--- src/rtl/snn_pkg.sv ---
// Shared types and constant helpers for the SNN layer datapath blocks.
package snn_pkg;

    typedef enum logic {IDLE, ACCUM} state_t;

    function automatic int clog2(input int value);
        int r;
        r = 0;
        for (int v = value - 1; v > 0; v = v >> 1) begin
            r++;
        end
        return r;
    endfunction

    function automatic int ceil_div(input int a, input int b);
        return (a + b - 1) / b;
    endfunction

    // Clamps a sign-extended value into the signed range of an out_w-bit result.
    function automatic longint sat_clamp_value(input longint value, input int out_w);
        longint hi;
        longint lo;
        hi = (longint'(1) <<< (out_w - 1)) - 1;
        lo = -(longint'(1) <<< (out_w - 1));
        if (value > hi) begin
            return hi;
        end
        if (value < lo) begin
            return lo;
        end
        return value;
    endfunction

endpackage

--- src/rtl/sat_clamp.sv ---
// Signed saturating narrowing from IN_W to OUT_W bits with a clamp flag.
module sat_clamp
    import snn_pkg::*;
#(
    parameter int IN_W  = 14,
    parameter int OUT_W = 8
) (
    input  logic signed [IN_W-1:0]  value,
    output logic signed [OUT_W-1:0] result,
    output logic                    clamped
);

    longint wide;
    longint limited;

    always_comb begin
        wide    = longint'(value);
        limited = sat_clamp_value(wide, OUT_W);
        result  = OUT_W'(limited);
        clamped = (limited != wide);
    end

endmodule

--- src/rtl/spike_current_accumulator.sv ---
// Time-multiplexed weighted spike summation, LANES weights per cycle, with a
// saturated signed result and a one-cycle valid pulse.
module spike_current_accumulator
    import snn_pkg::*;
#(
    parameter int M             = 24,
    parameter int WEIGHT_W      = 8,
    parameter int OUT_W         = 8,
    parameter int LANES         = 4,
    parameter int WEIGHT_SIGNED = 1
) (
    input  logic                      clk,
    input  logic                      reset_n,
    input  logic                      start,
    input  logic                      clear,
    input  logic [M-1:0]              input_spikes,
    input  logic [M*WEIGHT_W-1:0]     weights,
    output logic                      busy,
    output logic                      current_valid,
    output logic signed [OUT_W-1:0]   input_current,
    output logic                      saturated
);

    localparam int N     = ceil_div(M, LANES);
    localparam int ACC_W = WEIGHT_W + clog2(M) + 1;
    localparam int IDX_W = (N > 1) ? clog2(N) : 1;
    localparam int CW    = LANES * WEIGHT_W;

    state_t                    state;
    logic [M-1:0]              spikes_q;
    logic [M*WEIGHT_W-1:0]     weights_q;
    logic signed [ACC_W-1:0]   acc;
    logic [IDX_W-1:0]          idx;

    logic [LANES-1:0]          chunk_spk;
    logic [CW-1:0]             chunk_w;
    logic signed [ACC_W-1:0]   chunk_sum;
    logic signed [ACC_W-1:0]   final_sum;
    logic signed [OUT_W-1:0]   clamp_result;
    logic                      clamp_flag;

    function automatic logic signed [ACC_W-1:0] extend(input logic [WEIGHT_W-1:0] w);
        logic fill;
        fill = (WEIGHT_SIGNED != 0) ? w[WEIGHT_W-1] : 1'b0;
        return {{(ACC_W-WEIGHT_W){fill}}, w};
    endfunction

    // Shifting the captured vectors down brings in zeros, so lanes past M in a
    // partial final chunk contribute nothing.
    always_comb begin
        chunk_spk = LANES'(spikes_q >> (idx * LANES));
        chunk_w   = CW'(weights_q >> (idx * CW));
        chunk_sum = '0;
        for (int l = 0; l < LANES; l++) begin
            if (chunk_spk[l]) begin
                chunk_sum = chunk_sum + extend(chunk_w[l*WEIGHT_W +: WEIGHT_W]);
            end
        end
        final_sum = acc + chunk_sum;
    end

    sat_clamp #(
        .IN_W  (ACC_W),
        .OUT_W (OUT_W)
    ) u_sat_clamp (
        .value   (final_sum),
        .result  (clamp_result),
        .clamped (clamp_flag)
    );

    always_ff @(posedge clk or negedge reset_n) begin
        if (!reset_n) begin
            state         <= IDLE;
            spikes_q      <= '0;
            weights_q     <= '0;
            acc           <= '0;
            idx           <= '0;
            busy          <= 1'b0;
            current_valid <= 1'b0;
            input_current <= '0;
            saturated     <= 1'b0;
        end else begin
            current_valid <= 1'b0;
            if (clear) begin
                state <= IDLE;
                busy  <= 1'b0;
            end else begin
                case (state)
                    IDLE: begin
                        if (start) begin
                            spikes_q  <= input_spikes;
                            weights_q <= weights;
                            acc       <= '0;
                            idx       <= '0;
                            busy      <= 1'b1;
                            state     <= ACCUM;
                        end
                    end
                    ACCUM: begin
                        if (idx == IDX_W'(N - 1)) begin
                            input_current <= clamp_result;
                            saturated     <= clamp_flag;
                            current_valid <= 1'b1;
                            busy          <= 1'b0;
                            state         <= IDLE;
                        end else begin
                            acc <= final_sum;
                            idx <= idx + IDX_W'(1);
                        end
                    end
                    default: state <= IDLE;
                endcase
            end
        end
    end

endmodule

--- config.mk ---
export PLATFORM = sky130hd
export DESIGN_NAME = spike_current_accumulator
export DESIGN_NICKNAME = d
export VERILOG_FILES = /design/src/rtl/snn_pkg.sv /design/src/rtl/sat_clamp.sv /design/src/rtl/spike_current_accumulator.sv
export SDC_FILE = /design/constraint.sdc
export NUM_CORES = 1
export LEC_CHECK = 0
export CORE_ASPECT_RATIO = 0.7
export CORE_UTILIZATION = 35
export DETAILED_ROUTE_END_ITERATION = 10
export HOLD_SLACK_MARGIN = 0.1
export PLACE_DENSITY = 0.64
export SLEW_MARGIN = 30
export SYNTH_ARGS = -nofsm -noshare
export SYNTH_HDL_FRONTEND = slang
export SYNTH_SLANG_ARGS = --single-unit
--- constraint.sdc ---
create_clock -name clk -period 10.3 [get_ports clk]
set_clock_uncertainty 0.1 [all_clocks]
set_input_delay 2.06 -clock clk [delete_from_list [all_inputs] [get_ports clk]]
set_output_delay 2.06 -clock clk [all_outputs]
set_load 0.005 [all_outputs]
### Word level (Yosys, flattened, before mapping)

Index checks and enable logic that the tools add are counted.

| storage, ports and cells | value |
|---|---|
| logic and storage cells | 58 |
| output and inout bits | 11 |
| input port bits | 220 |
| bits in registers | 245 |

| cells by class | value |
|---|---|
| equality and inequality tests | 6 |
| reduce and logical (&&, ||, !) cells | 4 |
| add/sub/neg operators | 5 |
| shift-type cells | 2 |
| $lt $le $gt $ge | 2 |
| bitwise gates (word level) | 2 |
| mux-type cells | 28 |

Operators with widths:

| kind | count |
|---|---|
| $mux W64 | 3 |
| $shr A192 B8 Y32 | 1 |
| $mux W14 | 6 |
| $ne A64 B14 Y1 | 1 |
| $add A14 B8 Y14 | 3 |
| $pmux W14 S2 | 1 |
| $shr A24 B5 Y4 | 1 |
| $add A14 B14 Y14 | 1 |
| $gt A14 B8 Y1 const B | 1 |
| $lt A14 B8 Y1 const B | 1 |
| $mux W1 | 12 |
| $reduce_and A3 Y1 | 3 |
| $mux W7 | 1 |
| $mux W3 | 2 |
| $pmux W3 S2 | 1 |
| $ne A2 B2 Y1 const B | 2 |
| $pmux W1 S2 | 2 |
| $add A3 B1 Y3 const B | 1 |
| $eq A3 B3 Y1 const B | 1 |
| $ne A3 B2 Y1 const B | 1 |
| $ne A3 B3 Y1 const B | 1 |
| $not A1 Y1 | 2 |
| $reduce_and A2 Y1 | 1 |

### Longest topological paths before layout

Gate-level depths: netlist of the first run.

| depth | value |
|---|---|
| word-level depth | 15 |
| gate-level depth with buffers | 44 |
| mapped depth without buffers | 40 |

### Hierarchy

Synthesis of the first run repeated with hierarchy kept, for this count alone.

| unflattened totals | value |
|---|---|
| cells, all modules | 1,069 |
| area total of the unflattened synthesis | 13,193.9 µm² |

By module, submodules not included:

| module | seq. area each (µm²) | area an instance (µm²) | times used | cells an instance |
|---|---|---|---|---|
| spike_current_accumulator | 6,130.9 | 13,021.2 | 1 | 1,040 |
| sat_clamp | 0.0 | 172.7 | 1 | 29 |

### Worst setup path before layout of the first run

OpenSTA, ideal clock, no wires.

| timing | value |
|---|---|
| path kind | flip-flop to flip-flop |
| start | reg idx[0] |
| end | reg input_current[5] |
| data arrival time | 8.835 ns |
| required time | 10.074 ns |
| slack | 1.239 ns |
| library setup time | 0.126 ns |
| clock period less this slack | 9.061 ns |
| stages on the path, launching flop included | 41 |
| path buffers | 6 |
| path through | dfrtp_1 > buf_6 > buf_4 > buf_2 > buf_2 > buf_2 > buf_2 > mux2i_1 > o21ai_0 > ha_1 > inv_1 > fa_1 > nor2b_1 > o21ai_0 > a21oi_1 > o21a_1 > nor2_1 > xnor2_1 > [5 not listed] > xnor2_1 > nor2_1 > a21oi_1 > ha_1 > xnor2_1 > mux2_2 > ha_1 > a21oi_1 > nand2_1 > o41a_1 > a21o_1 > a41o_1 > xor2_1 > xnor3_1 > or3_1 > ha_1 > nor2_1 > a221o_1 |

| on the way | value |
|---|---|
| cells in the longest elaborated chain, start to end | 14 |
| elaborated cells between the ends (all ways) | 21 |
| those cells by class | add/sub (4); order compare (2); eq/ne (1); shift (2); mux (11); reduce/logical (1) |

RTL lines:

| item | line | text |
|---|---|---|
| from (decl) | spike_current_accumulator.sv:33 | `logic [IDX_W-1:0] idx;` |
| from (signal assigned) | spike_current_accumulator.sv:108 | `idx <= idx + IDX_W'(1);` |
| $shr A192 B8 Y32 or $shr A24 B5 Y4 (tied branches) | spike_current_accumulator.sv:52, spike_current_accumulator.sv:51 |  |
| $mux W14 | spike_current_accumulator.sv:55 | `if (chunk_spk[l]) begin` |
| $add A14 B8 Y14 | spike_current_accumulator.sv:56 | `chunk_sum = chunk_sum + extend(chunk_w[l*WEIGHT_W +: WEIGHT_W]);` |
| $mux W14 | spike_current_accumulator.sv:55 |  |
| $add A14 B8 Y14 | spike_current_accumulator.sv:56 |  |
| $mux W14 | spike_current_accumulator.sv:55 |  |
| $add A14 B8 Y14 | spike_current_accumulator.sv:56 |  |
| $mux W14 | spike_current_accumulator.sv:55 |  |
| $add A14 B14 Y14 | spike_current_accumulator.sv:59 | `final_sum = acc + chunk_sum;` |
| $gt A14 B8 Y1 or $lt A14 B8 Y1 (tied branches) | snn_pkg.sv:25, snn_pkg.sv:28 |  |
| $mux W7 or $mux W1 (tied branches) | snn_pkg.sv:25, snn_pkg.sv:28 |  |
| $mux W64 or $mux W1 (tied branches) | snn_pkg.sv:28 | `if (value < lo) begin` |
| $mux W64 | snn_pkg.sv:31 | `return value;` |
| $mux W64 | snn_pkg.sv:28 |  |
| to (signal assigned) | spike_current_accumulator.sv:101 | `input_current <= clamp_result;` |
| to (decl) | spike_current_accumulator.sv:20 | `output logic signed [OUT_W-1:0] input_current,` |

Parallel ways exist; a longest one is shown, timed or not. The select of a mux whose other input is x is not followed.
A chain may end at the register's enable or synchronous reset.

### Worst setup path after layout of the first run

Same ends and word-level chain as after synthesis.

==> results of run 1 <==
## registers in the layout, indices dropped and copies added (netlist names)
signal / count
weights_q: 192
spikes_q: 24
acc: 14
input_current: 8
idx: 3
busy: 1
current_valid: 1
saturated: 1
state: 1
## cell usage after synthesis (all sizes together) (3+ instances only)
master / n / share of area [%]
nor2b: 10 / 0.47
nor2: 58 / 1.6
nand3: 12 / 0.45
a211o: 6 / 0.40
o21a: 5 / 0.28
fa: 4 / 0.60
nor3: 16 / 0.60
a21boi: 3 / 0.17
and3: 6 / 0.28
xor2: 12 / 0.79
a221o: 4 / 0.30
clkbuf: 38 / 1.1
nand3b: 4 / 0.23
xnor2: 19 / 1.3
a211oi: 15 / 0.89
a21o: 11 / 0.62
nand2b: 7 / 0.33
inv: 28 / 0.79
a31oi: 3 / 0.14
a21oi: 35 / 1.5
buf: 15 / 0.63
ha: 52 / 4.9
o21ai: 64 / 2.4
mux2i: 39 / 2.9
a22o: 8 / 0.53
mux2: 226 / 19
dfrtp: 245 / 46
mux4: 36 / 6.1
nand2: 71 / 2.0
o31ai: 5 / 0.28
## worst min path at each step
stage | from | endpoint | cells past startpoint
after floorplan | acc[0]$_DFFE_PN0P_ | acc[0]$_DFFE_PN0P_ | 2
after global placement | acc[0]$_DFFE_PN0P_ | acc[0]$_DFFE_PN0P_ | 2
after detailed placement | acc[0]$_DFFE_PN0P_ | acc[0]$_DFFE_PN0P_ | 2
after CTS | acc[0]$_DFFE_PN0P_ | acc[0]$_DFFE_PN0P_ | 2
after global routing | weights_q[140]$_DFFE_PN0P_ | weights_q[140]$_DFFE_PN0P_ | 1
final | acc[0]$_DFFE_PN0P_ | acc[0]$_DFFE_PN0P_ | 2
## through the flow
step | setup slack (ps) | power, mW | hold WS (ps) | util (%)
floorplan | 1240 | 4.19 | 345 | -
global placement | 1190 | 5.02 | 361 | 43.2
detailed placement | 1030 | 5.10 | 378 | 43.2
CTS | 933 | 6.12 | 390 | 45.6
global route | 179 | 6.62 | 416 | 45.6
finish | 812 | 6.10 | 388 | 45.7
## metal layers
layer | share of wire [%] | GRT usage (%) | vias up
li1 | - | - | 4411
met1 | 49 | 26.7 | 4607
met2 | 43 | 27.6 | 227
met3 | 6.4 | 4.68 | 48
met4 | 1.6 | 3.14 | 6
met5 | 0.13 | 0 | -
## kinds of logic after synthesis
family	count (synthesis)	synth area share, %
multiplexers	301	28.2
XOR/XNOR	32	2.22
adder cells (fa/ha/maj)	56	5.51
buffers and inverters	82	2.53
AO/OA/AOI/OAI	175	8.57
flip-flops	245	46.2
AND/OR/NAND/NOR	196	6.70
## critical path, delay by kind of cell, from the launching register on
| kind | cells | cell delay (ps) |
|---|---|---|
| compound gates | 12 | 3160 |
| xor+xnor | 3 | 730 |
| fa+ha+maj | 6 | 2080 |
| buf+inv | 2 | 210 |
| flops | 1 | 730 |
| mux | 3 | 1250 |
| simple gates | 7 | 1090 |
## power groups by stage
stage	clock network, mW	registers (mW)	logic (mW)
after detailed placement	0	1.37	3.74
after global placement	0	1.36	3.66
after CTS	1.01	1.35	3.76
after global routing	1.05	1.38	4.19
final	0.982	1.35	3.78
after floorplan	0	1.30	2.89
## final cells by class
cell class,instances,area [sq um]
antenna,2,5.00
clock buffer,36,759
clock inverter,11,135
fill,3420,20200
inverter,29,109
multi-input combinational,760,6800
sequential,245,6140
tap,488,611
timing repair buffer,241,2430
==> impl_metrics.toml, run 1 <==
[setup_path]
reg2regPathDepth = 33
slowest_stage = "dfrtp_4"
worstSetupStartpointType = "flip-flop"
r2r_setup_slack_ps = 810
slowest_delay_ps = 730
cp.required_ps = 10610
cp.arrival_ps = 9800
critical_path_class = "flip-flop to flip-flop"
endpoint = "input_current[5]$_DFFE_PN0P_"
cp-end-kind = "flip-flop"
critPathMaxFanout = 27
r2r-start = "idx[0]$_DFFE_PN0P_"
r2r-end = "input_current[5]$_DFFE_PN0P_"
startpoint = "idx[0]$_DFFE_PN0P_"

[placement]
gp_congestion = 0.879
place_inst = 1763
hpwl_mm = 25.3
placed_area_sq_um = 16100
io_buffers = 230

[clock_tree]
cts_resized = 0
numCtsBuffers = 26
cts_hold_buf = 0
cts_tree = "done"
post_cts_buffers = 0
clock-sinks = 245
cts_buffer_depth = 3
htree_num_levels = 1
path_clk_slew_ps = 60
cts-root-buf = "clkbuf_16"
clk-insertion-delay-late_ps = 540

[die]
die_x_um = 235
start_util_pct = 35.6
core_sq_um = 37200
die_h_um = 165
num_rows = 59
io_pins = 231
dieArea_sq_um = 38700

[global_route]
grt_max_degree = 148
grt_first_pass_wirelength_mm = 55.7
overflow = 0
antenna_found_initial = 6
grt_usage_pct = 18.3
grt_pass1_vias = 9769

[final_layout]
final_cells = 1812
design_area_sq_um = 17000
layout_commonest_cell = "dfrtp_1"
mostFrequentLayoutCells = "dfrtp_1, clkdlybuf4s50_1, mux2_2"
drive_gt1_share_pct = 24.8
syn_to_final_growth_pct = 28.1
nNetsFinal = 1579

[timing]
final_hold_viol_count = 0
rsz0062_at_grt = "false"
setup_viol = 0
worst_pin_slew_ps = 948
slew_headroom_pct = 36.8
tns_ps = 0
layout_min_cycle_time_ps = 9490
max_freq_mhz = 105
period_share_pct = 92.1
slew_violations = 0

[power]
internal_power_mw = 3.51
peakVddDrop_mv = 0.273
combPwrFrac_pct = 61.9
clockPowerShare_pct = 16.1
p_seq_share_pct = 22.1
power_switching_mw = 2.59
p_leak_nw = 7.08
swShare_pct = 42.4
power.density_nw_per_um2 = 359

[synthesis]
ys_seq_area_share_pct = 46.2
synth_flop_cell = "dfrtp_1"
yosysUniqueCellTypes = 62
syn-cell-area_sq_um = 13300
synthArstFlopShare_pct = 100
synth-edff-count = 0
synth-seq-cells = 245
synth_cells = 1087
avgSynthCellArea_sq_um = 12.2
yosysWarnings = 0
syn-num-nets = 1363

[route]
drt_iter0_drc = 620
ant_nets = 0
drt-vias-per-instance = 5.13
wire_per_inst_um = 19.1
wl_mm = 34.6
vias = 9299
drc = 0
drtPass1Iterations = 4

[outcome]
status = "completed"

[worst_hold_path]
min_path_type = "flip-flop to flip-flop"

[flow_run]
cap_violations = 0
Power figures use the tool's default switching activity.
==> inputs of run 2 (changes only) <==
CTS_BUF_LIST = sky130_fd_sc_hd__clkbuf_16   (was unset)
==> run 2 against run 1 <==
- worst hold slack better by 2.2 ps
- largest cell class unchanged
- global-route usage about the same
- design area decreased by 0.29%
- combinational power barely moved
- sequential power is essentially flat
- sequential cell count unchanged
- register-to-register slack about the same
- maximum frequency hardly changed
- die area stayed put
- non-clock buffer count unchanged
==> impl_metrics.toml, run 2 (same netlist as run 1, synthesis figures left out) <==
[worst_hold_path]
min_path_type = "flip-flop to flip-flop"
worstHoldStart = "acc[0]$_DFFE_PN0P_"

[route]
routed.top_layer = "met5"
drtPass1Iterations = 4
wl_mm = 34.6
ant_nets = 0
drt-met1-wl_mm = 17.1
drc = 0
drt_iter0_drc = 557
dr_wl_met2_mm = 14.8
vias = 9254
wire_per_inst_um = 19.1
wl_met3_mm = 2.16
drt-vias-per-instance = 5.11

[setup_path]
r2r_setup_slack_ps = 810
slowest_delay_ps = 730
critical_path_class = "flip-flop to flip-flop"
critPathMaxFanout = 27
slowest_stage = "dfrtp_4"
r2r-start = "idx[0]$_DFFE_PN0P_"
worstSetupStartpointType = "flip-flop"
cp-end-kind = "flip-flop"
cp.arrival_ps = 9800
cp.required_ps = 10610
startpoint = "idx[0]$_DFFE_PN0P_"

[timing]
slew_violations = 0
max_freq_mhz = 105
setup_viol = 0
worst_pin_slew_ps = 868
slew_headroom_pct = 42.1
period_share_pct = 92.1
final_hold_viol_count = 0
fin_ws_ps = 809
tns_ps = 0
rsz0062_at_grt = "false"
layout_min_cycle_time_ps = 9490

[final_layout]
multi_input_area_sq_um = 6800
nNetsFinal = 1579
top_regs = "weights_q (192), spikes_q (24), acc (14)"
final_cells = 1812
mostFrequentLayoutCells = "dfrtp_1, clkdlybuf4s50_1, mux2_2"
top_register = "weights_q"
fillers = 3429
layout_commonest_cell = "dfrtp_1"
seq_area_sq_um = 6140
design_area_sq_um = 16900
syn_to_final_growth_pct = 27.7
largest_reg_flops = 192
drive_gt1_share_pct = 24.4

[die]
die_h_um = 165
die_x_um = 235
num_rows = 59
io_pins = 231
dieArea_sq_um = 38700
start_util_pct = 35.6
core_sq_um = 37200

[clock_tree]
cts_resized = 0
htree_num_levels = 1
clk-insertion-delay-late_ps = 540
cts-root-buf = "clkbuf_16"
numCtsBuffers = 26
clock-sinks = 245
cts_tree = "done"
path_clk_slew_ps = 60
post_cts_buffers = 0
cts_buffer_depth = 3
cts_hold_buf = 0

[power]
p_leak_nw = 7.07
power.density_nw_per_um2 = 358
peakVddDrop_mv = 0.275

[global_route]
overflow = 0
antenna_found_initial = 6
grt_pass1_vias = 9763
grt_usage_pct = 18.3
grt_max_degree = 148
grt_first_pass_wirelength_mm = 55.6

[placement]
place_inst = 1763
placed_area_sq_um = 16100
place_ws_ps = 1030
hpwl_mm = 25.3
io_buffers = 230
gp_congestion = 0.879

[flow_run]
cap_violations = 0

[outcome]
status = "completed"
[run 2: stage by stage]
step | utilization [%] | power (mW) | hold slack, ps
finish | 45.5 | 6.06 | 390
floorplan | - | 4.19 | 345
detailed placement | 43.2 | 5.10 | 378
global route | 45.5 | 6.57 | 416
CTS | 45.5 | 6.07 | 390
global placement | 43.2 | 5.02 | 361
[run 2: cell type report]
class	count	share of cell area [%]
antenna	2	0.0296
tap	488	3.61
inverter	29	0.643
clock buffer	27	3.99
multi-input combinational	760	40.2
clock inverter	20	0.997
sequential	245	36.2
timing repair buffer	241	14.3
[run 2: worst max-delay path, delay by kind of cell (launching register included)]
family / cells / cell delay, ps
flip-flops: 1 / 730
AO/OA/AOI/OAI: 12 / 3160
XOR/XNOR: 3 / 730
AND/OR/NAND/NOR: 7 / 1090
buffers and inverters: 2 / 210
adder cells (fa/ha/maj): 6 / 2080
multiplexers: 3 / 1260
[run 2: power breakdown]
part	total [mW]	switching, mW	leakage (nW)	internal (mW)
combinational	3.78	2.05	3.72	1.73
sequential	1.35	0.147	2.92	1.20
clock	0.938	0.391	0.428	0.547
total	6.06	2.59	7.07	3.47
[run 2: worst paths after layout]
path | to | cells after the start
max | input_current[5]$_DFFE_PN0P_ | 33
min | acc[0]$_DFFE_PN0P_ | 2
max reg2reg | input_current[5]$_DFFE_PN0P_ | 33
min reg2reg | acc[0]$_DFFE_PN0P_ | 2
max in group asynchronous | weights_q[30]$_DFFE_PN0P_ | 2
min in group asynchronous | weights_q[103]$_DFFE_PN0P_ | 1
[run 2: routing by layer]
metal  vias to the layer above  track usage [%]
met2                       212             27.7
met5                         -                0
li1                       4405                -
met4                         6             3.14
met3                        47             4.68
met1                      4584             26.6
==> inputs of run 3 (changes only) <==
SLEW_MARGIN = unset   (was 30)
==> run 3 against run 2 <==
- design area shrank 0.10%
- highest routed layer unchanged
- sequential cell count stayed put
- worst hold slack worse by 0.58 ps
- largest power group unchanged
==> impl_metrics.toml, run 3 (same netlist as run 1, synthesis figures left out) <==
[outcome]
status = "completed"

[setup_path]
endpoint = "input_current[5]$_DFFE_PN0P_"
cp-end-kind = "flip-flop"
reg2regPathDepth = 33
worstSetupStartpointType = "flip-flop"
r2r-end = "input_current[5]$_DFFE_PN0P_"
r2r_setup_slack_ps = 810
cp.required_ps = 10620
critical_path_class = "flip-flop to flip-flop"
r2r-start = "idx[0]$_DFFE_PN0P_"
critPathMaxFanout = 27
startpoint = "idx[0]$_DFFE_PN0P_"
slowest_stage = "dfrtp_4"
cp.arrival_ps = 9810
slowest_delay_ps = 750

[timing]
rsz0062_at_grt = "false"
slew_violations = 0
period_share_pct = 92.1
layout_min_cycle_time_ps = 9490
worst_pin_slew_ps = 1120
setup_viol = 0
slew_headroom_pct = 25.1
final_hold_viol_count = 0
tns_ps = 0
max_freq_mhz = 105

[placement]
place_inst = 1762
hpwl_mm = 25.2
placed_area_sq_um = 16100
gp_congestion = 0.879
io_buffers = 230

[route]
wl_mm = 34.6
drc = 0
drtPass1Iterations = 4
wire_per_inst_um = 19.2
drt-vias-per-instance = 5.15
ant_nets = 0
drt_iter0_drc = 690
vias = 9310

[final_layout]
final_cells = 1808
mostFrequentLayoutCells = "dfrtp_1, clkdlybuf4s50_1, mux2_2"
design_area_sq_um = 16900
nNetsFinal = 1578
drive_gt1_share_pct = 24.0
fillers = 3394
syn_to_final_growth_pct = 27.6
layout_commonest_cell = "dfrtp_1"
fin_util_pct = 45.5
largest_reg_flops = 192
top_register = "weights_q"
top_regs = "weights_q (192), spikes_q (24), acc (14)"

[clock_tree]
cts-root-buf = "clkbuf_16"
cts_hold_buf = 0
numCtsBuffers = 26
post_cts_buffers = 0
path_clk_slew_ps = 60
cts_buffer_depth = 3
htree_num_levels = 1
clk-insertion-delay-late_ps = 540
cts_resized = 0
clock-sinks = 245
cts_tree = "done"

[power]
p_total_mw = 6.07
peakVddDrop_mv = 0.257
p_leak_nw = 7.06
power.density_nw_per_um2 = 359

[die]
core_sq_um = 37200
num_rows = 59
io_pins = 231
die_h_um = 165
die_x_um = 235
start_util_pct = 35.6
dieArea_sq_um = 38700

[global_route]
grt_pass1_vias = 9773
grt_usage_pct = 18.2
grt_max_degree = 148
grt_first_pass_wirelength_mm = 55.2
overflow = 0
antenna_found_initial = 6

[worst_hold_path]
min_path_type = "flip-flop to flip-flop"
worstHoldStart = "acc[0]$_DFFE_PN0P_"
hold_path_depth = 2

[flow_run]
cap_violations = 0
## run 3: cell count changes in the layout (fill, tap and decap cells not counted), sizes merged
cell,before,now
clkinvlp,2,0
buf,12,11
clkinv,12,11
diode,2,1
bufinv,3,4
## run 3: power by group
group          total (mW)  switching, mW  internal, mW  leakage [nW]
clock network       0.955          0.387         0.569         0.433
registers            1.35          0.147          1.20          2.92
logic                3.77           2.05          1.72          3.71
total                6.07           2.58          3.49          7.06
## run 3: final cells by class
class | instances | area, sq um | area share [%]
antenna | 1 | 2.50 | 0.0148
clock buffer | 27 | 676 | 3.99
clock inverter | 18 | 176 | 1.04
inverter | 29 | 109 | 0.643
multi-input combinational | 760 | 6800 | 40.2
sequential | 245 | 6140 | 36.3
tap | 488 | 611 | 3.61
timing repair buffer | 240 | 2410 | 14.2
## run 3: metal layers
| layer | track usage, % | routed length (um) |
|---|---|---|
| met1 | 26.2 | 17000 |
| met2 | 27.9 | 14700 |
| met3 | 4.63 | 2390 |
| met4 | 3.23 | 547 |
| met5 | 0 | 39 |
## run 3: metrics by stage
step                worst slack [ps]  hold slack [ps]
floorplan                       1240              345
global placement                1190              361
detailed placement              1020              378
CTS                              943              391
global route                     227              416
finish                           810              390
## run 3: worst min-delay path by stage
stage,endpoint,slack (ps)
after floorplan,acc[0]$_DFFE_PN0P_,350
after global placement,acc[0]$_DFFE_PN0P_,360
after detailed placement,acc[0]$_DFFE_PN0P_,380
after CTS,acc[0]$_DFFE_PN0P_,390
after global routing,weights_q[140]$_DFFE_PN0P_,420
final,acc[0]$_DFFE_PN0P_,390
## run 3: worst max-delay path, delay by kind of cell (launching register included)
kind / cells / cell delay [ps]
AOI/OAI and AO/OA: 12 / 3100
muxes: 3 / 1290
adders and majority gates: 6 / 2090
and+or+nand+nor: 7 / 1090
xor gates and xnor gates: 3 / 730
DFF: 1 / 750
buffers and inverters: 2 / 220
